===== src/rtl/param_updown_timer.sv =====
// Up/down interval timer with preset register, auto-reload or one-shot, registered expiry pulse.
// Optional saturating expiry counter (expire_cnt) is built when UPDN_EXPIRE_CNT_EN is defined.
module param_updown_timer #(
    parameter int WIDTH = 8,
    parameter int EXP_W = 8
) (
    input  logic             clk,
    input  logic             reset,
    input  logic             preset_load,
    input  logic [WIDTH-1:0] preset_value,
    input  logic             enable_cnt_up,
    input  logic             enable_cnt_dn,
    input  logic             pause_counting,
    input  logic             one_shot,
    output logic [WIDTH-1:0] count_value,
    output logic             ctr_expired,
    output logic             cnt_done
`ifdef UPDN_EXPIRE_CNT_EN
    ,
    output logic [EXP_W-1:0] expire_cnt
`endif
);

    logic [WIDTH-1:0] preset_q;
    logic [WIDTH-1:0] count_q, count_d;
    logic             done_q, done_d;
    logic             expired_q, expired_d;
    logic             dir_up_d1_q, dir_dn_d1_q;

    logic [WIDTH-1:0] pre_eff;
    logic             dir_up, dir_dn;
    logic             up_rise, dn_rise;
    logic             terminal;

    // A preset written this cycle is already the one in force.
    assign pre_eff = preset_load ? preset_value : preset_q;

    assign dir_up  = enable_cnt_up & ~enable_cnt_dn;
    assign dir_dn  = enable_cnt_dn & ~enable_cnt_up;
    assign up_rise = dir_up & ~dir_up_d1_q;
    assign dn_rise = dir_dn & ~dir_dn_d1_q;

    // Up uses >= so a preset lowered below the count ends the period instead of wrapping.
    assign terminal = dir_up ? (count_q >= pre_eff) : (count_q == '0);

    always_comb begin
        count_d   = count_q;
        done_d    = done_q;
        expired_d = 1'b0;
        if (dn_rise) begin
            count_d = pre_eff;
            done_d  = 1'b0;
        end else if (up_rise) begin
            count_d = '0;
            done_d  = 1'b0;
        end else if (!(dir_up || dir_dn) || pause_counting || done_q) begin
            count_d = count_q;
        end else if (terminal) begin
            expired_d = 1'b1;
            if (one_shot) begin
                done_d = 1'b1;
            end else begin
                count_d = dir_up ? '0 : pre_eff;
            end
        end else begin
            count_d = dir_up ? count_q + WIDTH'(1) : count_q - WIDTH'(1);
        end
    end

    always_ff @(posedge clk) begin
        if (reset) begin
            preset_q    <= '0;
            count_q     <= '0;
            done_q      <= 1'b0;
            expired_q   <= 1'b0;
            dir_up_d1_q <= 1'b0;
            dir_dn_d1_q <= 1'b0;
        end else begin
            if (preset_load) begin
                preset_q <= preset_value;
            end
            count_q     <= count_d;
            done_q      <= done_d;
            expired_q   <= expired_d;
            dir_up_d1_q <= dir_up;
            dir_dn_d1_q <= dir_dn;
        end
    end

    assign count_value = count_q;
    assign ctr_expired = expired_q;
    assign cnt_done    = done_q;

`ifdef UPDN_EXPIRE_CNT_EN
    logic [EXP_W-1:0] expire_cnt_q;

    always_ff @(posedge clk) begin
        if (reset) begin
            expire_cnt_q <= '0;
        end else if (expired_d && (expire_cnt_q != {EXP_W{1'b1}})) begin
            expire_cnt_q <= expire_cnt_q + EXP_W'(1);
        end
    end

    assign expire_cnt = expire_cnt_q;
`endif

endmodule


===== config.mk =====
export PLATFORM = sky130hd
export DESIGN_NAME = param_updown_timer
export DESIGN_NICKNAME = d
export VERILOG_FILES = /design/src/rtl/param_updown_timer.sv
export SDC_FILE = /design/constraint.sdc
export NUM_CORES = 1
export LEC_CHECK = 0
export ABC_AREA = 1
export BUFFER_PORTS_ARGS = -buffer_cell sky130_fd_sc_hd__buf_2
export CELL_PAD_IN_SITES_DETAIL_PLACEMENT = 0
export CELL_PAD_IN_SITES_GLOBAL_PLACEMENT = 1
export CORE_MARGIN = 2
export CORE_UTILIZATION = 40
export CTS_CLUSTER_DIAMETER = 50
export CTS_CLUSTER_SIZE = 25
export DETAILED_ROUTE_END_ITERATION = 8
export GPL_TIMING_DRIVEN = 1
export PLACE_DENSITY = 0.91
export SYNTH_ARGS = -nofsm -noshare
export SYNTH_HDL_FRONTEND = slang
export SYNTH_SLANG_ARGS = --single-unit

===== constraint.sdc =====
create_clock -name clk -period 2.35 [get_ports clk]
set_input_delay 0.3525 -clock clk [delete_from_list [all_inputs] [get_ports clk]]
set_output_delay 0.3525 -clock clk [all_outputs]
set_load 0.01 [all_outputs]

=== After elaboration in Yosys (flattened, before gate mapping) ===
Index checks and enable logic that the tools add are counted.

* Latch bits: 0
* Bits of input ports: 15
* Flip-flop bits (word level): 20
* Memories kept: 0
* Logic and storage cells: 39
* Memory bits (writable): 0
* Output and inout bits: 10
* Bits in read-only memories: 0

* $add $sub $neg: 2
* Muxes and demuxes: 10
* Divide/modulo/power cells: 0
* Bitwise logic cells: 9
* Reductions and logical operators: 9
* $mul: 0
* $lt $le $gt $ge: 1
* Shift operators: 0
* Equality and inequality tests: 2

{| class="wikitable"
|+ Operators by type and width
! kind !! number
|-
| 2-to-1 mux 8 bit || 8
|-
| adder 8 x 1 -> 8 bit (second input constant) || 1
|-
| greater-or-equal comparator 8 bit || 1
|-
| zero test 8 bit || 1
|-
| subtractor 8 x 1 -> 8 bit (second input constant) || 1
|-
| NOT 1 bit || 5
|-
| AND 1 bit || 4
|-
| inequality test 4 bit (second input constant) || 1
|-
| OR reduction 4 bit || 1
|-
| logical OR 1 bit || 3
|-
| inequality test 3 bit (second input constant) || 1
|-
| AND reduction 3 bit || 1
|-
| OR reduction 3 bit || 1
|-
| 2-to-1 mux 1 bit || 2
|-
| AND reduction 2 bit || 1
|-
| zero test 1 bit || 1
|}

=== Longest topological paths before layout ===
Gate-level depths: netlist of run 1.

* Depth after elaboration: 9
* Gate-level depth with buffers: 18
* Gate-level depth less buffers: 18

=== Worst setup path after synthesis of run 1 ===
OpenSTA, ideal clock, no wires.

* Path type: input port to flip-flop
* Start: in enable_cnt_dn
* End: reg count_q[7] (netlist: count_value[7])
* Cell stages on the path: 14
* Arrival: 1935 ps
* Setup time: 112 ps
* Required time: 2238 ps
* Buffers on the path: 0
* Setup slack: 303 ps
* Cell sequence: inv_1 ha_1 inv_2 ha_1 nand3_1 nand3_1 nand2_1 nand2_1 nand2_1 nand2_1 a21boi_1 nor2_1 nor2_1 nor2_1

* Cells in the longest elaborated chain, start to end: 8
* Elaborated cells on any way between the ends: 20
* Classes of those cells: 2 x eq/ne; 8 x mux; 5 x bitwise; 5 x reduce/logical

{| class="wikitable"
|+ RTL lines
! element !! line !! text
|-
| start, declared || 12 || <nowiki>input logic enable_cnt_dn,</nowiki>
|-
| NOT 1 bit * || 38 || <nowiki>assign dir_up = enable_cnt_up & ~enable_cnt_dn;</nowiki>
|-
| AND 1 bit * || 38 ||
|-
| net dir_up || 31 || <nowiki>logic dir_up, dir_dn;</nowiki>
|-
| 2-to-1 mux 8 bit / logical OR 1 bit (equally long branches) || 63, 56 ||
|-
| 2-to-1 mux 8 bit / zero test 1 bit (equally long branches) || 60, 56 ||
|-
| 2-to-1 mux 8 bit / logical OR 1 bit (equally long branches) || 58, 56 ||
|-
| 2-to-1 mux 8 bit / logical OR 1 bit (equally long branches) || 56 || <nowiki>end else if (!(dir_up || dir_dn) || pause_counting || done_q) begin</nowiki>
|-
| 2-to-1 mux 8 bit / inequality test 3 bit (equally long branches) || -- ||
|-
| 2-to-1 mux 8 bit / AND reduction 2 bit (equally long branches) || -- ||
|-
| end signal, assigned || 82 || <nowiki>count_q <= count_d;</nowiki>
|-
| end, declared || 25 || <nowiki>logic [WIDTH-1:0] count_q, count_d;</nowiki>
|}

Mark *: on every way through the listed nets, which the timed path passes. The rest lies on a longest branch. The select of a mux whose other input is x is not followed.
A chain may end at the register's enable or synchronous reset.

=== Worst setup path after layout of run 1 ===
* Start: in preset_load
* End: reg count_q[7] (netlist: count_value[7])

* Cells in the longest elaborated chain, start to end: 7
* Elaborated cells on any way between the ends: 11
* Classes of those cells: 1 x order compare; 1 x eq/ne; 8 x mux; 1 x reduce/logical

{| class="wikitable"
|+ RTL lines
! element !! line !! text
|-
| start, declared || 9 || <nowiki>input logic preset_load,</nowiki>
|-
| 2-to-1 mux 8 bit * || -- ||
|-
| greater-or-equal comparator 8 bit / 2-to-1 mux 8 bit (equally long branches) || 44, 63 ||
|-
| 2-to-1 mux 1 bit / 2-to-1 mux 8 bit (equally long branches) || 44, 60 ||
|-
| 2-to-1 mux 8 bit || 58 || <nowiki>end else if (terminal) begin</nowiki>
|-
| 2-to-1 mux 8 bit || 56 ||
|-
| 2-to-1 mux 8 bit || 53 || <nowiki>end else if (up_rise) begin</nowiki>
|-
| 2-to-1 mux 8 bit || 50 || <nowiki>if (dn_rise) begin</nowiki>
|}

Mark *: on every way between the ends. The rest lies on a longest branch, timed or not. The select of a mux whose other input is x is not followed.

==> results.txt, run 1 <==
status - finished clean
detail-routed net length per standard cell - 11.6 um
area share of the largest cell type after synthesis - 0.235
number of remaining DRC errors - 0
Skew-Pair Late Insertion Delay - 260 ps
ant diodes - 0
setup TNS - 0 ps
largest fanout of any net on the critical path - 14
number of global-route vias before repair - 1575
initial antenna violation count - 0
fillcell total - 427
Setup violations, final - 0
met3 wirelength from detailed routing - 184 um
required time of the critical path - 2520 ps
slowest stage cell, crit path - sky130_fd_sc_hd__mux2i_1
MaxCap Viol Count - 0
Switching Fraction - 0.412
post-placement setup slack - 57.5 ps
minimum clock period - 2050 ps
average cell area after synthesis - 6.33 sq um
number of standard cells after synthesis - 269
Top delay family on crit path - simple AND/OR/NAND/NOR gates
maximum buffer depth of the clock tree - 2
fraction of layout cells with a size suffix above 1 - 0.191
post-layout utilization of the core - 0.489
port buffer count - 24
cell leakage power - 1.12 nW
Core Rows - 23
core region area - 4060 sq um
multi-input combinational cell area - 1100 sq um
minimum setup slack in the final design - 304 ps
overall routed net length - 4120 um
Setup crit start kind - input pin
Slew Limit Fails - 0
met2 routed WL - 1900 um
Cell Chain, Critical Path - buf_2, mux2i_1, ha_1, nand2_1, inv_1, nand2_1, nand2_1, nand2_1, nand4_2, buf_4, a21boi_1, nor2_1, nor2_1, nor2_1
register area - 400 sq um
maximum clock rate - 489 MHz
relative slew slack - 0.577
DR iter-0 viols - 108
setup repair after global routing missed its margin - no
post-synth net total - 301
#FFs+latches synth - 20
type of the setup path with the least slack - in2reg
cells taking the most area after synthesis - sky130_fd_sc_hd__dfxtp_1, sky130_fd_sc_hd__nand2_1, sky130_fd_sc_hd__ha_1, sky130_fd_sc_hd__nor2_1, sky130_fd_sc_hd__inv_1
I/O Pins - 25
cell chosen for the clock root - sky130_fd_sc_hd__clkbuf_8
power per cell area - 636 nW/um^2
element type at the critical path end - register
number of distinct library cells after synthesis - 32
CTS H-tree lvls - 1
cell repeated most along the worst path - sky130_fd_sc_hd__nand2_1
die footprint - 4790 sq um
per-cell via count in the routed design - 4.95
sequential share of power - 0.325
internal portion of total power - 0.000743 W
combinational fraction of design power - 0.493
initial core utilization - 0.420
half-perimeter wire length of the detailed placement result - 3290 um
met1 WL - 2010 um
horizontal die dimension - 69.2 um
die span in y - 69.2 um
Ys Warns - 0
share of synthesized area occupied by flip-flops and latches - 0.235
maximum clock skew at final layout - 9.13 ps
Inserted Clock Buffers - 3
Total Routing Usage GR - 0.179
switching pwr - 0.000520 W
Clock Power Share - 0.182
TritonCTS Sinks - 20
Reg2Reg Setup Slack - 340 ps
TritonCTS clock tree - built
number of hold violations in the final report - 0
transition time at the pin with the least slew margin - 635 ps
maximum number of pins on one net before global-route repair - 19
# nets final - 338
layout overhead on the synthesized area - 16.6%
fraction of the cycle the final worst path needs - 0.871
arrival time at the worst endpoint - 2210 ps
Post-CTS Setup Repair Bufs - 0
number of buffers and inverters on the critical path - 3
1st-pass router iterations - 4
stage delay of the slowest cell on the critical path - 290 ps
min-delay worst type - in2reg
total standard cell area after synthesis - 1700 sq um
global-route wire length before repair - 7080 um
clock transition at the registers of the reported paths - 80 ps
maximum vdd drop - 0.304 mV
last weighted congestion value of the routability-driven placer - 0.832
highest routed metal layer - met4
leftover overflow at the end of global routing - 0
library cell occupying the most area in the post-synthesis netlist - sky130_fd_sc_hd__dfxtp_1
via total after detailed routing - 1751
residual antenna-violating net count after detailed routing - 0
flip-flops by register name, indices dropped and copies added (netlist names):
| register | flops |
|---|---|
| preset_q | 8 |
| ctr_expired | 1 |
| dir_up_d1_q | 1 |
| count_value | 8 |
| cnt_done | 1 |
| dir_dn_d1_q | 1 |
cells by family (layout without fill, tap and decap cells):
group	Yosys count	count (layout)	synth area share
AO/OA/AOI/OAI	22	22	0.0801
adder cells (fa/ha/maj)	17	17	0.129
flip-flops	20	20	0.235
multiplexers	2	2	0.0118
XOR/XNOR	4	4	0.0206
buffers and inverters	48	83	0.119
AND/OR/NAND/NOR	156	156	0.404
path summary, 6_finish.rpt:
| path | startpoint | to | cells after the start |
|---|---|---|---|
| worst min-delay path | reset | preset_q[3]$_SDFF_PP0_ | 2 |
| worst max register to register | preset_q[7]$_SDFF_PP0_ | count_value[7]$_SDFFE_PP0P_ | 10 |
| worst min register to register | cnt_done$_SDFFE_PP0P_ | cnt_done$_SDFFE_PP0P_ | 2 |
| worst max-delay path | preset_load | count_value[7]$_SDFFE_PP0P_ | 14 |
cells in the mapped netlist (all sizes together):
| cell | instances |
|---|---|
| a21oi | 7 |
| o21bai | 1 |
| buf | 4 |
| a21o | 2 |
| nor3 | 2 |
| clkbuf | 1 |
| clkinv | 1 |
| nand3b | 1 |
| o21a | 1 |
| or2 | 2 |
| nand3 | 27 |
| dfxtp | 20 |
| mux2i | 2 |
| a21boi | 2 |
| nand4 | 8 |
| ha | 16 |
| xor2 | 2 |
| inv | 42 |
| fa | 1 |
| nor2 | 46 |
| o21ai | 9 |
| nand2 | 70 |
| xnor2 | 2 |
final cells by class:
type / count / share of cell area
Clock buffer: 3 / 0.0208
Inverter: 43 / 0.0813
Multi-Input combinational cell: 201 / 0.555
Sequential cell: 20 / 0.202
Tap cell: 50 / 0.0315
Timing Repair Buffer: 37 / 0.110
routing by layer:
layer  vias to the layer above  global-route usage
met3                         4              0.0320
met4                         0              0.0327
li1                        922                   -
met1                       785               0.240
met2                        40               0.303
met5                         -                   0
power groups by stage:
stage,Combinational (W),Clock (W),Sequential [W]
6_report,0.000622,0.000230,0.000411
4_1_cts,0.000621,0.000239,0.000412
3_3_place_gp,0.000612,0,0.000420
5_1_grt,0.000717,0.000252,0.000415
2_1_floorplan,0.000465,0,0.000417
3_5_place_dp,0.000618,0,0.000420
through the flow:
stage | total power, W | cell area, sq um | hold slack, ps | std cells
finish | 0.00126 | 1990 | 410 | 354
CTS | 0.00127 | 1980 | 415 | 354
floorplan | 0.000882 | 1700 | 481 | 269
global placement | 0.00103 | 1940 | 504 | 351
global route | 0.00138 | 1990 | 426 | 354
detailed placement | 0.00104 | 1940 | 502 | 351
cell usage in the layout, fill, tap and decap left out, drive strengths merged:
| master | Yosys | routed |
|---|---|---|
| a21boi | 2 | 2 |
| a21o | 2 | 2 |
| a21oi | 7 | 7 |
| buf | 4 | 37 |
| clkbuf | 1 | 3 |
| clkinv | 1 | 1 |
| dfxtp | 20 | 20 |
| fa | 1 | 1 |
| ha | 16 | 16 |
| inv | 42 | 42 |
| mux2i | 2 | 2 |
| nand2 | 70 | 70 |
| nand3 | 27 | 27 |
| nand3b | 1 | 1 |
| nand4 | 8 | 8 |
| nor2 | 46 | 46 |
| nor3 | 2 | 2 |
| o21a | 1 | 1 |
| o21ai | 9 | 9 |
| o21bai | 1 | 1 |
| or2 | 2 | 2 |
| xnor2 | 2 | 2 |
| xor2 | 2 | 2 |
timing repair:
item | CTS | global route
hold buffers | 0 | 0
setup endpoints to repair | 0 | 1
resized for setup | 0 | 1
Power figures use the tool's default switching activity.
==> inputs of run 2 (changes only) <==
--- a/config.mk
+++ b/config.mk
@@ -10,12 +10,13 @@
 export CELL_PAD_IN_SITES_DETAIL_PLACEMENT = 0
 export CELL_PAD_IN_SITES_GLOBAL_PLACEMENT = 1
 export CORE_MARGIN = 2
-export CORE_UTILIZATION = 40
+export CORE_UTILIZATION = 36
 export CTS_CLUSTER_DIAMETER = 50
 export CTS_CLUSTER_SIZE = 25
 export DETAILED_ROUTE_END_ITERATION = 8
 export GPL_TIMING_DRIVEN = 1
-export PLACE_DENSITY = 0.91
+export PLACE_DENSITY = 0.87
+export SLEW_MARGIN = 25
 export SYNTH_ARGS = -nofsm -noshare
 export SYNTH_HDL_FRONTEND = slang
 export SYNTH_SLANG_ARGS = --single-unit
==> constraint.sdc (replaced) <==
create_clock -name clk -period 1.69 [get_ports clk]
set_input_delay 0.2535 -clock clk [delete_from_list [all_inputs] [get_ports clk]]
set_output_delay 0.2535 -clock clk [all_outputs]
set_load 0.01 [all_outputs]
==> results.txt, run 2 (synthesis gave the netlist of run 1 again) <==
maximum vdd drop - 0.424 mV (+39%)
I/O Pins - 25 (unchanged)
TritonCTS Sinks - 20 (unchanged)
status - complete, but fails checks
number of remaining DRC errors - 0 (unchanged)
initial core utilization - 0.368 (-0.0518)
slowest stage cell, crit path - sky130_fd_sc_hd__dfxtp_2
leftover overflow at the end of global routing - 0 (unchanged)
most common library cell in the layout ignoring fill and taps - sky130_fd_sc_hd__nand2_1
Design Power - 0.00217 W (+72%)
Top delay family on crit path - simple AND/OR/NAND/NOR gates
CTS H-tree lvls - 1 (unchanged)
Cell Chain, Critical Path - mux2i_4, ha_1, nand2_1, inv_1, nand2_1, nand2_1, nand2_2, nand4_4, buf_6, a21oi_2, nor2_1, nor2_1, nor2_1
MaxCap Viol Count - 0 (unchanged)
maximum buffer depth of the clock tree - 2 (unchanged)
# placed instances - 377 (+7.4%)
met1 WL - 2160 um (+7.7%)
per-cell via count in the routed design - 4.80 (-3.0%)
highest routed metal layer - met4
maximum clock rate - 537 MHz
met3 wirelength from detailed routing - 164 um (-11%)
relative slew slack - 0.812 (+0.236)
min-delay worst type - in2reg
Inserted Clock Buffers - 3 (unchanged)
minimum setup slack in the final design - -171 ps (-474 ps)
post-placement setup slack - -486 ps (-543 ps)
last weighted congestion value of the routability-driven placer - 0.811 (-2.6%)
global-route wire length before repair - 7820 um (+11%)
ant diodes - 0 (unchanged)
DR iter-0 viols - 80 (-26%)
Setup violations, final - 9 (+9)
element type at the critical path end - register
switching pwr - 0.000830 W (+60%)
commonest non-fill, non-tap cells in the layout - sky130_fd_sc_hd__nand2_1, sky130_fd_sc_hd__nor2_1, sky130_fd_sc_hd__inv_1, sky130_fd_sc_hd__buf_4
failing checks - negative setup slack
Slew Limit Fails - 0 (unchanged)
minimum clock period - 1860 ps
maximum clock skew at final layout - 1.93 ps (-7.21 ps)
Post-Place Cell Area - 2160 sq um (+11%)
# nets final - 361 (+6.8%)
sequential share of power - 0.256 (-0.069)
Clock Power Share - 0.229 (+0.047)
largest fanout of any net on the critical path - 6 (-8)
overall routed net length - 4580 um (+11%)
Core Rows - 25 (+8.7%)
maximum number of pins on one net before global-route repair - 15 (-4)
residual antenna-violating net count after detailed routing - 0 (unchanged)
number of hold violations in the final report - 0 (unchanged)
type of the setup path with the least slack - reg2reg
half-perimeter wire length of the detailed placement result - 3650 um (+11%)
die footprint - 5300 sq um (+10%)
combinational fraction of design power - 0.514 (+0.021)
internal portion of total power - 0.00134 W (+80%)
cell chosen for the clock root - sky130_fd_sc_hd__clkbuf_8
Total Routing Usage GR - 0.187 (+0.00842)
Switching Fraction - 0.383 (-0.0290)
total of hold buffers inserted after clock tree synthesis - 0 (unchanged)
fraction of the cycle the final worst path needs - 1.10
port buffer count - 24 (unchanged)
fraction of layout cells with a size suffix above 1 - 0.311 (+0.120)
Setup crit start kind - register
transition time at the pin with the least slew margin - 280 ps (-355 ps)
initial antenna violation count - 0 (unchanged)
post-route cell area - 2340 sq um (+18%)
die span in y - 72.8 um (+5.1%)
Skew-Pair Late Insertion Delay - 270 ps (about the same)
number of global-route vias before repair - 1777 (+13%)
power per cell area - 926 nW/um^2 (+46%)
met2 routed WL - 2170 um (+14%)
number of buffers and inverters on the critical path - 2 (-1)
horizontal die dimension - 72.8 um (+5.1%)
stage delay of the slowest cell on the critical path - 330 ps (+40 ps)
final non-filler cell total - 382 (+7.9%)
setup repair after global routing missed its margin - yes
required time of the critical path - 1860 ps (-660 ps)
core region area - 4630 sq um (+14%)
layout overhead on the synthesized area - 37.5%
1st-pass router iterations - 4 (unchanged)
cell leakage power - 1.27 nW (+13%)
arrival time at the worst endpoint - 2030 ps (-180 ps)
via total after detailed routing - 1832 (+4.6%)
TritonCTS clock tree - built
detail-routed net length per standard cell - 12.0 um (+3.2%)
clock transition at the registers of the reported paths - 80 ps (about the same)
-- run 2: what timing repair did --
item                                    CTS  global route
endpoints found under the setup margin   10            10
pin swaps                                 3             3
cloned                                    1             0
setup buffers                             0             1
resized for setup                        19             9
-- run 2: worst paths after layout --
| check | startpoint | endpoint | slack [ps] | cells after the start |
|---|---|---|---|---|
| setup reg to reg | preset_q[2]$_SDFF_PP0_ | count_value[5]$_SDFFE_PP0P_ | -170 | 13 |
| hold / removal | reset | preset_q[3]$_SDFF_PP0_ | 310 | 2 |
| hold reg to reg | cnt_done$_SDFFE_PP0P_ | cnt_done$_SDFFE_PP0P_ | 560 | 2 |
| setup / recovery | preset_q[2]$_SDFF_PP0_ | count_value[5]$_SDFFE_PP0P_ | -170 | 13 |
-- run 2: power by group through the flow --
stage / logic (W) / registers (W) / clock network, W
final: 0.00112 / 0.000556 / 0.000498
after CTS: 0.00109 / 0.000557 / 0.000508
after global routing: 0.00126 / 0.000562 / 0.000531
after global placement: 0.00102 / 0.000565 / 0
after detailed placement: 0.00104 / 0.000566 / 0
after floorplan: 0.000681 / 0.000582 / 0
-- run 2: layout make-up --
cell class / instances / area [sq um]
Inverter: 43 / 164
Fill cell: 471 / 2290
Multi-Input combinational cell: 201 / 1230
Sequential cell: 20 / 403
Timing Repair Buffer: 60 / 404
Tap cell: 54 / 67.6
Clock inverter: 1 / 30.0
Clock buffer: 3 / 41.3
-- run 2: stage by stage --
stage	utilization	hold WS (ps)	setup TNS [ps]
2_1_floorplan	-	413	-828
3_3_place_gp	0.467	508	-3780
3_5_place_dp	0.467	510	-4400
4_1_cts	0.500	307	-928
5_1_grt	0.506	324	-2460
6_report	0.506	314	-1150
-- run 2: layer usage --
| layer | up-vias | GRT usage |
|---|---|---|
| met3 | 11 | 0.0345 |
| met5 | - | 0 |
| met1 | 810 | 0.238 |
| met2 | 35 | 0.318 |
| li1 | 976 | - |
| met4 | 0 | 0.0638 |
==> inputs of run 3 (changes only) <==
--- a/config.mk
+++ b/config.mk
@@ -15,7 +15,7 @@
 export CTS_CLUSTER_SIZE = 25
 export DETAILED_ROUTE_END_ITERATION = 8
 export GPL_TIMING_DRIVEN = 1
-export PLACE_DENSITY = 0.87
+export PLACE_DENSITY_LB_ADDON = 0.1
 export SLEW_MARGIN = 25
 export SYNTH_ARGS = -nofsm -noshare
 export SYNTH_HDL_FRONTEND = slang
==> results.txt, run 3 (synthesis gave the netlist of run 1 again) <==
status - complete, but fails checks
failing checks - negative setup slack
number of hold violations in the final report - 0 (unchanged)
number of cells on the worst reg-to-reg path - 14 (+1)
internal portion of total power - 0.00120 W (-11%)
Core Rows - 25 (unchanged)
Cell Chain, Critical Path - o21ai_2, ha_1, nand2_1, inv_1, nand2_1, nand2_1, nand2_2, nand4_4, nand2_4, nand2_2, nand2_1, nor2_1, nor2_1, nor2_1
layout overhead on the synthesized area - 37.0%
cell chosen for the clock root - sky130_fd_sc_hd__clkbuf_8
clock transition at the registers of the reported paths - 80 ps (about the same)
fraction of layout cells with a size suffix above 1 - 0.315 (+0.00418)
Switching Fraction - 0.403 (+0.0202)
cell leakage power - 1.27 nW (+0.37%)
commonest non-fill, non-tap cells in the layout - sky130_fd_sc_hd__nand2_1, sky130_fd_sc_hd__nor2_1, sky130_fd_sc_hd__inv_1, sky130_fd_sc_hd__buf_4
# nets final - 364 (+0.83%)
Post-Place Cell Area - 2180 sq um (+0.93%)
TritonCTS Sinks - 20 (unchanged)
stage delay of the slowest cell on the critical path - 320 ps (about the same)
fraction of the cycle the final worst path needs - 1.09 (-0.0135)
detail-routed net length per standard cell - 12.3 um (+2.5%)
initial core utilization - 0.368 (unchanged)
cell repeated most along the worst path - sky130_fd_sc_hd__nand2_1
Design Power - 0.00201 W (-7.5%)
min-delay worst type - in2reg
number of stages on the worst hold path - 2 (unchanged)
most common library cell in the layout ignoring fill and taps - sky130_fd_sc_hd__nand2_1
Top delay family on crit path - simple AND/OR/NAND/NOR gates
combinational fraction of design power - 0.560 (+0.046)
relative slew slack - 0.773 (-0.0387)
leftover overflow at the end of global routing - 0 (unchanged)
residual antenna-violating net count after detailed routing - 0 (unchanged)
post-layout utilization of the core - 0.504 (-0.00189)
die footprint - 5300 sq um (unchanged)
transition time at the pin with the least slew margin - 340 ps (+59.8 ps)
Setup violations, final - 9 (unchanged)
post-route cell area - 2330 sq um (-0.37%)
element type at the critical path end - register
arrival time at the worst endpoint - 1990 ps (-40 ps)
total of hold buffers inserted after clock tree synthesis - 0 (unchanged)
last weighted congestion value of the routability-driven placer - 0.832 (+2.6%)
minimum setup slack in the final design - -148 ps (+22.8 ps)
horizontal die dimension - 72.8 um (unchanged)
maximum clock skew at final layout - 2.95 ps (+1.02 ps)
number of remaining DRC errors - 0 (unchanged)
met1 GRT Util - 0.268 (+0.0304)
Total Routing Usage GR - 0.192 (+0.00459)
Slew Limit Fails - 0 (unchanged)
power per cell area - 860 nW/um^2 (-7.1%)
met2 layer usage reported by global route - 0.317 (-0.00101)
per-cell via count in the routed design - 4.78 (-0.41%)
CTS H-tree lvls - 1 (unchanged)
die span in y - 72.8 um (unchanged)
via total after detailed routing - 1834 (+0.11%)
1st-pass router iterations - 4 (unchanged)
switching pwr - 0.000809 W (-2.6%)
DR iter-0 viols - 83 (+3.8%)
global-route wire length before repair - 7980 um (+2.0%)
initial antenna violation count - 0 (unchanged)
number of global-route vias before repair - 1697 (-4.5%)
maximum number of pins on one net before global-route repair - 18 (+3)
largest fanout of any net on the critical path - 7 (+1)
GR peak layer - met2
TritonCTS clock tree - built
slowest stage cell, crit path - sky130_fd_sc_hd__dfxtp_2
number of buffers and inverters on the critical path - 1 (-1)
Setup crit start kind - register
M3 GR Usage - 0.0345 (unchanged)
Clock Power Share - 0.161 (-0.068)
port buffer count - 24 (unchanged)
ant diodes - 0 (unchanged)
Skew-Pair Late Insertion Delay - 260 ps (about the same)
required time of the critical path - 1850 ps (about the same)
type of the setup path with the least slack - reg2reg
MaxCap Viol Count - 0 (unchanged)
overall routed net length - 4720 um (+3.0%)
minimum clock period - 1840 ps (-22.8 ps)
Inserted Clock Buffers - 3 (unchanged)
core region area - 4630 sq um (unchanged)
I/O Pins - 25 (unchanged)
number of logic stages on the critical path including buffering - 14 (+1)
sequential share of power - 0.278 (+0.022)
half-perimeter wire length of the detailed placement result - 3730 um (+2.0%)
maximum clock rate - 544 MHz (+1.2%)
maximum buffer depth of the clock tree - 2 (unchanged)
maximum vdd drop - 0.410 mV (-3.3%)
setup repair after global routing missed its margin - yes
run 3: cell count changes in the layout (fill, tap and decap cells not counted), sizes merged:
cell	change
buf	+3
bufinv	-1
run 3: worst register-to-register path, delay by kind of cell, from the launching register on:
family	cells	cell delay (ps)
flip-flops	1	320
AO/OA/AOI/OAI	1	170
adder cells (fa/ha/maj)	1	270
buffers and inverters	1	40
AND/OR/NAND/NOR	11	940
run 3: routing by layer:
layer  share of wire  vias to the layer above
met3           0.030                        4
li1                -                      973
met4          0.0044                        0
met2            0.47                       28
met5               0                        -
met1            0.49                      829
run 3: final timing paths:
kind	slack [ps]	from	endpoint
worst max-delay path	-150	preset_q[3]$_SDFF_PP0_	count_value[0]$_SDFFE_PP0P_
worst min-delay path	320	reset	preset_q[4]$_SDFF_PP0_
worst max register to register	-150	preset_q[3]$_SDFF_PP0_	count_value[0]$_SDFFE_PP0P_
worst min register to register	510	cnt_done$_SDFFE_PP0P_	cnt_done$_SDFFE_PP0P_
run 3: area by class of cell:
| class | instances | area, sq um |
|---|---|---|
| fill | 485 | 2300 |
| multi-input combinational | 201 | 1220 |
| timing repair buffer | 63 | 439 |
| sequential | 20 | 404 |
| inverter | 43 | 164 |
| tap | 54 | 67.6 |
| clock buffer | 3 | 41.3 |
run 3: power by group through the flow:
stage | Combinational [W] | Sequential (W) | Clock (W)
6_report | 0.00112 | 0.000559 | 0.000324
5_1_grt | 0.00127 | 0.000565 | 0.000357
4_1_cts | 0.00110 | 0.000559 | 0.000337
3_5_place_dp | 0.00106 | 0.000568 | 0
3_3_place_gp | 0.00106 | 0.000567 | 0
2_1_floorplan | 0.000681 | 0.000582 | 0
run 3: stage by stage:
step / hold slack (ps) / std cells / setup WS [ps] / setup TNS, ps
global placement: 509 / 378 / -453 / -3950
global route: 329 / 384 / -315 / -2530
CTS: 327 / 382 / -111 / -777
detailed placement: 507 / 378 / -469 / -4090
finish: 323 / 384 / -148 / -956
floorplan: 413 / 269 / -126 / -828
run 3: repair_timing:
item                       4_1_cts  5_1_grt
pin swaps                        3        9
resized for setup               17        9
setup endpoints to repair        9       10
buffers inserted                 0        2
cloned                           1        0
